**src/rtl/delay_mem_scheduler.sv**
```systemverilog
// ---------------------------------------------------------------------------
// delay_mem_scheduler
//   Per-sample sequencer and sole owner of the shared single-port delay-line
//   memory (fpga_sck domain). For every accepted start_sample it writes the
//   new ADC sample at the write pointer, then reads the main tap and,
//   optionally, the chorus and reverb taps. The captured taps are presented
//   together with a one-cycle sample_ready pulse.
//
// Ports
//   clk, reset          sample clock; asynchronous active-high reset
//   start_sample        one-cycle frame start strobe
//   sample_in           ADC word, sampled with start_sample
//   chorus_on/reverb_on tap enables, latched at frame start
//   chorus_delay        chorus tap distance behind the write pointer
//   mem_we/addr/wdata   memory command port
//   mem_rdata           memory read data (synchronous, one cycle latency)
//   main_q/chor_q/rev_q captured taps (disabled taps read as 0)
//   sample_ready        one-cycle pulse when *_q are updated
//   busy                frame in progress (WRITE..FLUSH)
//   overrun             sticky: start_sample seen while not idle
// ---------------------------------------------------------------------------
module delay_mem_scheduler #(
    parameter int SAMPLE_W  = 12,
    parameter int DATA_W    = 16,
    parameter int ADDR_W    = 16,
    parameter int REV_DELAY = 12000
) (
    input  logic                clk,
    input  logic                reset,
    input  logic                start_sample,
    input  logic [SAMPLE_W-1:0] sample_in,
    input  logic                chorus_on,
    input  logic                reverb_on,
    input  logic [ADDR_W-1:0]   chorus_delay,
    output logic                mem_we,
    output logic [ADDR_W-1:0]   mem_addr,
    output logic [DATA_W-1:0]   mem_wdata,
    input  logic [DATA_W-1:0]   mem_rdata,
    output logic [DATA_W-1:0]   main_q,
    output logic [DATA_W-1:0]   chor_q,
    output logic [DATA_W-1:0]   rev_q,
    output logic                sample_ready,
    output logic                busy,
    output logic                overrun
);

    localparam logic [ADDR_W-1:0] REV_OFF = ADDR_W'(REV_DELAY);

    typedef enum logic [2:0] {
        S_IDLE,
        S_WRITE,
        S_RD_MAIN,
        S_RD_CHOR,
        S_RD_REV,
        S_FLUSH,
        S_DONE
    } state_t;

    // Which tap a read issued in a given cycle belongs to.
    typedef enum logic [1:0] {
        SLOT_NONE,
        SLOT_MAIN,
        SLOT_CHOR,
        SLOT_REV
    } slot_t;

    state_t                r_state;
    state_t                w_next;
    slot_t                 r_pend;
    slot_t                 w_slot;

    logic [ADDR_W-1:0]     r_wr_ptr;
    logic [ADDR_W-1:0]     r_mem_addr;
    logic [ADDR_W-1:0]     w_addr_next;
    logic [SAMPLE_W-1:0]   r_sample;
    logic                  r_chor_on;
    logic                  r_rev_on;
    logic [ADDR_W-1:0]     r_chor_delay;
    logic                  r_overrun;

    logic [DATA_W-1:0]     r_sh_main;
    logic [DATA_W-1:0]     r_sh_chor;
    logic [DATA_W-1:0]     r_sh_rev;
    logic [DATA_W-1:0]     w_main_cap;
    logic [DATA_W-1:0]     w_chor_cap;
    logic [DATA_W-1:0]     w_rev_cap;

    logic [DATA_W-1:0]     r_main_q;
    logic [DATA_W-1:0]     r_chor_q;
    logic [DATA_W-1:0]     r_rev_q;

    // Next-state logic; tap skipping uses the per-frame latched enables.
    always_comb begin
        w_next = r_state;
        case (r_state)
            S_IDLE:    if (start_sample) w_next = S_WRITE;
            S_WRITE:   w_next = S_RD_MAIN;
            S_RD_MAIN: begin
                if (r_chor_on)     w_next = S_RD_CHOR;
                else if (r_rev_on) w_next = S_RD_REV;
                else               w_next = S_FLUSH;
            end
            S_RD_CHOR: w_next = r_rev_on ? S_RD_REV : S_FLUSH;
            S_RD_REV:  w_next = S_FLUSH;
            S_FLUSH:   w_next = S_DONE;
            S_DONE:    w_next = S_IDLE;
            default:   w_next = S_IDLE;
        endcase
    end

    // mem_addr is registered against the state being entered, so it is
    // valid for the whole WRITE/RD_* cycle and holds elsewhere.
    always_comb begin
        w_addr_next = r_mem_addr;
        case (w_next)
            S_WRITE,
            S_RD_MAIN: w_addr_next = r_wr_ptr;
            S_RD_CHOR: w_addr_next = r_wr_ptr - r_chor_delay;
            S_RD_REV:  w_addr_next = r_wr_ptr - REV_OFF;
            default:   w_addr_next = r_mem_addr;
        endcase
    end

    always_comb begin
        w_slot = SLOT_NONE;
        case (r_state)
            S_RD_MAIN: w_slot = SLOT_MAIN;
            S_RD_CHOR: w_slot = SLOT_CHOR;
            S_RD_REV:  w_slot = SLOT_REV;
            default:   w_slot = SLOT_NONE;
        endcase
    end

    // The read still in flight during FLUSH is forwarded straight into the
    // output load so all three taps update on the same edge.
    always_comb begin
        w_main_cap = (r_pend == SLOT_MAIN) ? mem_rdata : r_sh_main;
        w_chor_cap = (r_pend == SLOT_CHOR) ? mem_rdata : r_sh_chor;
        w_rev_cap  = (r_pend == SLOT_REV)  ? mem_rdata : r_sh_rev;
    end

    always_ff @(posedge clk or posedge reset) begin
        if (reset) begin
            r_state      <= S_IDLE;
            r_pend       <= SLOT_NONE;
            r_wr_ptr     <= '0;
            r_mem_addr   <= '0;
            r_sample     <= '0;
            r_chor_on    <= 1'b0;
            r_rev_on     <= 1'b0;
            r_chor_delay <= '0;
            r_overrun    <= 1'b0;
            r_sh_main    <= '0;
            r_sh_chor    <= '0;
            r_sh_rev     <= '0;
            r_main_q     <= '0;
            r_chor_q     <= '0;
            r_rev_q      <= '0;
        end else begin
            r_state    <= w_next;
            r_mem_addr <= w_addr_next;
            r_pend     <= w_slot;

            if (start_sample) begin
                if (r_state == S_IDLE) begin
                    r_sample     <= sample_in;
                    r_chor_on    <= chorus_on;
                    r_rev_on     <= reverb_on;
                    r_chor_delay <= chorus_delay;
                end else begin
                    r_overrun <= 1'b1;
                end
            end

            case (r_pend)
                SLOT_MAIN: r_sh_main <= mem_rdata;
                SLOT_CHOR: r_sh_chor <= mem_rdata;
                SLOT_REV:  r_sh_rev  <= mem_rdata;
                default:   ;
            endcase

            if (r_state == S_FLUSH) begin
                r_main_q <= w_main_cap;
                r_chor_q <= r_chor_on ? w_chor_cap : '0;
                r_rev_q  <= r_rev_on  ? w_rev_cap  : '0;
            end

            if (r_state == S_DONE) begin
                r_wr_ptr <= r_wr_ptr + 1'b1;
            end
        end
    end

    assign mem_we       = (r_state == S_WRITE);
    assign mem_addr     = r_mem_addr;
    assign mem_wdata    = {{(DATA_W-SAMPLE_W){1'b0}}, r_sample};
    assign main_q       = r_main_q;
    assign chor_q       = r_chor_q;
    assign rev_q        = r_rev_q;
    assign sample_ready = (r_state == S_DONE);
    assign busy         = (r_state != S_IDLE) && (r_state != S_DONE);
    assign overrun      = r_overrun;

endmodule

```
**config.mk**
```make
export PLATFORM = sky130hd
export DESIGN_NAME = delay_mem_scheduler
export DESIGN_NICKNAME = d
export VERILOG_FILES = /design/src/rtl/delay_mem_scheduler.sv
export SDC_FILE = /design/constraint.sdc
export NUM_CORES = 1
export LEC_CHECK = 0
export BUFFER_PORTS_ARGS = -buffer_cell sky130_fd_sc_hd__buf_2
export CAP_MARGIN = 20
export CORE_AREA = 2 2 141 143
export DETAILED_ROUTE_END_ITERATION = 8
export DIE_AREA = 0 0 143 145
export GPL_TIMING_DRIVEN = 0
export PLACE_DENSITY = 0.65
export SETUP_SLACK_MARGIN = 0.02
export SLEW_MARGIN = 20
export SYNTH_ARGS = -nofsm -noshare
export SYNTH_HDL_FRONTEND = slang
export SYNTH_SLANG_ARGS = --single-unit
```
**constraint.sdc**
```tcl
create_clock -name clk -period 4.6 [get_ports clk]
set_input_delay 0.46 -clock clk [delete_from_list [all_inputs] [get_ports clk]]
set_output_delay 0.46 -clock clk [all_outputs]
set_load 0.1 [all_outputs]
```
Word-level counts from Yosys, hierarchy flattened

Cells that the tools add are included.

Bitwise operators: 1
Mux-type cells: 11
$add $sub $neg: 3
Equal/unequal tests: 14
Reductions and logical operators: 7

Operators with widths:

| cell                                                                   | count |
|---|---|
| 16-bit 2-to-1 mux                                                      | 5 |
| 16-bit one-hot mux with 3 select lines                                 | 1 |
| 3-bit one-hot mux with 6 select lines                                  | 1 |
| 16-bit by 1-bit adder with 16-bit output (second input constant)       | 1 |
| 16-bit by 14-bit subtractor with 16-bit output (second input constant) | 1 |
| 16-bit subtractor                                                      | 1 |
| 3-bit by 2-bit == test with 1-bit output (second input constant)       | 4 |
| 3-bit == test (second input constant)                                  | 4 |
| 3-bit by 1-bit == test with 1-bit output (second input constant)       | 2 |
| 3-bit 2-to-1 mux                                                       | 2 |
| 2-bit one-hot mux with 3 select lines                                  | 1 |
| 3-bit nonzero test                                                     | 2 |
| 2-bit == test (second input constant)                                  | 2 |
| 2-bit AND reduction                                                    | 2 |
| 3-bit zero test                                                        | 1 |
| 3-bit != test (second input constant)                                  | 1 |
| 2-bit by 1-bit == test with 1-bit output (second input constant)       | 1 |
| 2-bit OR reduction                                                     | 1 |
| 1-bit logical AND                                                      | 1 |
| 1-bit 2-to-1 mux                                                       | 1 |
| 1-bit NOT                                                              | 1 |

Input port bits: 49
Word-level logic and storage cells: 51
Bits in registers: 164
Output and inout bits: 84

Depth between registers and ports, before layout

Depth after elaboration: 6
Mapped depth: 9
Mapped depth without buffers: 9

Worst setup path after synthesis

No wires, ideal clock.

Kind: reg2out
Start: reg r_state[1]
End: out mem_we
Path buffers: 2
Setup slack: 1.340 ns
Required time: 4.140 ns
Cell stages (with the launch flop): 4
Arrival: 2.800 ns
Cell sequence: dfrtp_1 > buf_4 > clkbuf_1 > nor3_1

Word-level cells in the longest chain between the ends: 1

Ends and longest elaborated chain:

| what                                     | RTL line | source |
|---|---|---|
| from (decl)                              | 67       | `state_t r_state;` |
| from (signal assigned)                   | 160      | `r_state <= w_next;` |
| 3-bit by 1-bit == test with 1-bit output | 194      | `assign mem_we = (r_state == S_WRITE);` |
| to (decl)                                | 35       | `output logic mem_we,` |

No other way between the ends.

Worst setup path after layout

Start: reg r_state[2]
End: out busy

Word-level cells in the longest chain between the ends: 2
Elaborated cells between the ends (all ways): 3
Classes of those cells: eq/ne: 1; reduce/logical: 2

Ends and longest elaborated chain:

| what                                                       | RTL line | source |
|---|---|---|
| 3-bit != test / 3-bit nonzero test (equally long branches) | 201      | `assign busy = (r_state != S_IDLE) && (r_state != S_DONE);` |
| 1-bit logical AND (*)                                      | 201      |  |
| to (decl)                                                  | 43       | `output logic busy,` |

Every way passes the cells marked *; elsewhere a longest branch is shown, timed or not.

==> run summary <==
Vias per inst: 4.91
R2R depth: 9
DP Wirelength: 13500 um
CTS resizes: 0
Arrival @ worst endpoint: 2.06 ns
Post-Synth Adder-Cell Area: 0.0306
Multi-input gate area: 3230 um2
Top cell type's share of synthesized area: 0.539
Initial Utilization: 0.396
Slew Viols, Final: 0
# hold bufs at CTS: 0
Main combinational cell family by area after synthesis: simple AND/OR/NAND/NOR gates
Maxcap violations: 0
Worst Path Required: 4.14 ns
Dpl ws: 2.13 ns
Final Routed Wirelength: 18400 um
Worst path cell trace: buf_4, clkbuf_1, nor2b_1, nor2_1, nand2_1, buf_2
Yosys Warn Count: 0
Clk root buf: clkbuf_16
Critical Path Sink Type: primary output
Share of cells above drive strength 1: 0.287
Slowest CP cell: buf_2
FF/Latch Area: 4100 um2
Die X: 143 um
Synthesis-to-layout area growth: 22.3%
Die area: 20700 um2
Nets: 964
Core area: 19200 um2
Outcome: finished clean
Worst hold path type: in2async
Largest net degree at the start of global routing: 35
Final ANT Viol Nets: 0
Post-synth EDFFs: 0
Setup WS post-layout: 2.08 ns
Ant. Diodes: 0
DRC: 0
CP Launch Type: flop
Clk sinks: 164
Main synth FF type: dfrtp_1
First-pass iteration count of the detailed router: 5
WP buf/inv: 3
Sequential area share after synthesis: 0.539
Final setup fails: 0
FP Rows: 51
Syn Area/Cell: 10.3 um2
Top cell family by delay on the critical path: buffers and inverters
Post-synthesis cell count: 742
Post-synthesis mux area share: 0.0947
Cell area after synthesis: 7610 um2
Die height: 145 um
Register-to-register path setup slack: 2.11 ns
Synth top area cells: dfrtp_1 (54%), mux2_2 (9.5%), nand2_1 (8.1%), o21ai_0 (4.2%), ha_1 (2.8%)
Max_slew headroom: 0.487
Synth Area in XOR/XNOR: 0.0309
CTS Buf Count: 17
Fillers: 1782
Critical path class: reg2out
Via count: 5770
Compound-Gate Fraction of Synth Area: 0.114
H-tree levels: 4
Input/output buffers: 128
Max Clock Skew: 0.00930 ns
Grt total ovfl: 0
Commonest cells in the netlist: nand2_1 (165), dfrtp_1 (164), mux2_2 (64), o21ai_0 (64), nor2_1 (35)
Final hold viol count: 0
TNS Setup: 0 ns
Worst-path clk slew: 0.07 ns
RSZ-0062 raised after global routing: no
Worst skew pair latency: 0.43 ns
Final Critical Period: 2.52 ns
Worst reg2reg endpoint: mem_addr[10]
Final period util: 0.549
Synth Area in Simple Gates: 0.153
GP Congestion: 0.834
CTS tree: done
GRT Total Usage: 0.184
Post-synth top area cell: dfrtp_1
Synth cell types: 58
Beginning of the worst register-to-register path: r_wr_ptr[0]
CP max FO: 10
Most numerous cell in the Yosys netlist: nand2_1
Final hold slack: 0.137 ns
CTS Buffer Depth: 2
Initial DRC Count: 298
Slowest cell delay on critical path: 0.43 ns
FFs w/ async S/R, synth: 1.00
Slew of the pin with the lowest slew margin: 0.766 ns
Vias in the first global route: 5664
Yosys reg bits: 164
Initial antenna violation count: 0
Max Freq: 396 MHz
Wire per inst: 15.6 um
First-pass GRT wire length: 29900 um
Top-Level Pins: 133
Setup bufs post-CTS: 0
[cell usage in the layout (no fill, tap or decap), types with 3 or more instances in the layout]
cell,Yosys,routed
nand2_1,165,165
dfrtp_1,164,164
buf_2,9,137
mux2_2,64,64
o21ai_0,64,64
nor2_1,35,35
a21oi_1,29,29
clkbuf_1,26,26
inv_1,18,17
xnor2_1,17,17
ha_1,17,17
clkbuf_16,0,17
nand3_1,14,14
o21ai_1,10,10
buf_4,8,8
xor2_1,8,8
nand2b_1,8,8
a31oi_1,8,8
a211oi_1,6,6
inv_6,0,6
nor3_1,5,5
buf_12,0,5
and3_1,4,4
a21o_1,4,4
nand4_1,4,4
conb_1,1,4
nor2b_1,3,3
nand3b_1,3,3
o211ai_1,3,3
a221o_1,3,3
[final cells by class]
type                       count  area share
timing repair buffer         133      0.0796
clock buffer                  19      0.0487
clock inverter                13      0.0168
tap                          265      0.0356
inverter                      18     0.00766
buffer                        46      0.0234
multi-input combinational    517       0.347
sequential                   164       0.441
[state kept, by name, indices dropped and copies added, names as in the netlist, 3 cells and up]
name / cells
r_wr_ptr: 16
mem_addr: 16
r_sample: 12
r_chor_delay: 16
rev_q: 16
r_sh_chor: 16
chor_q: 16
r_sh_main: 16
main_q: 16
r_sh_rev: 16
r_state: 3
[worst max-delay path by stage]
| stage | slack (ns) | cells past startpoint | from | to |
|---|---|---|---|---|
| final | 2.08 | 6 | r_state[2] | busy |
| after global placement | 0.95 | 2 | reset | main_q[14] |
| after floorplan | 1.34 | 3 | r_state[1] | mem_we |
| after CTS | 2.07 | 6 | r_state[2] | busy |
| after detailed placement | 2.13 | 9 | r_wr_ptr[0] | mem_addr[10] |
| after global routing | 1.93 | 6 | r_state[2] | busy |
[per-layer routing]
| metal | wire (um) | share of wire | GRT usage |
|---|---|---|---|
| met4 | 221 | 0.012 | 0.0480 |
| met3 | 843 | 0.046 | 0.0403 |
| met2 | 9130 | 0.50 | 0.308 |
| met1 | 8160 | 0.44 | 0.240 |
| met5 | 0 | 0 | 0 |
[logic make-up (layout without fill, tap and decap cells)]
family,after synthesis,in the layout
XOR/XNOR,26,26
adder cells (fa/ha/maj),18,18
flip-flops,164,164
AND/OR/NAND/NOR,259,259
AO/OA/AOI/OAI,146,146
multiplexers,64,64
buffers and inverters,64,229
other,1,4
[through the flow]
stage,util,cells,instance area (um2)
2_1_floorplan,-,745,7630
3_3_place_gp,0.448,1138,8600
3_5_place_dp,0.453,1143,8700
4_1_cts,0.485,1175,9310
5_1_grt,0.485,1175,9310
6_report,0.485,1175,9310
Power is not shown: default switching activity piles up to over one toggle a cycle in this logic, so the estimate is an artifact.
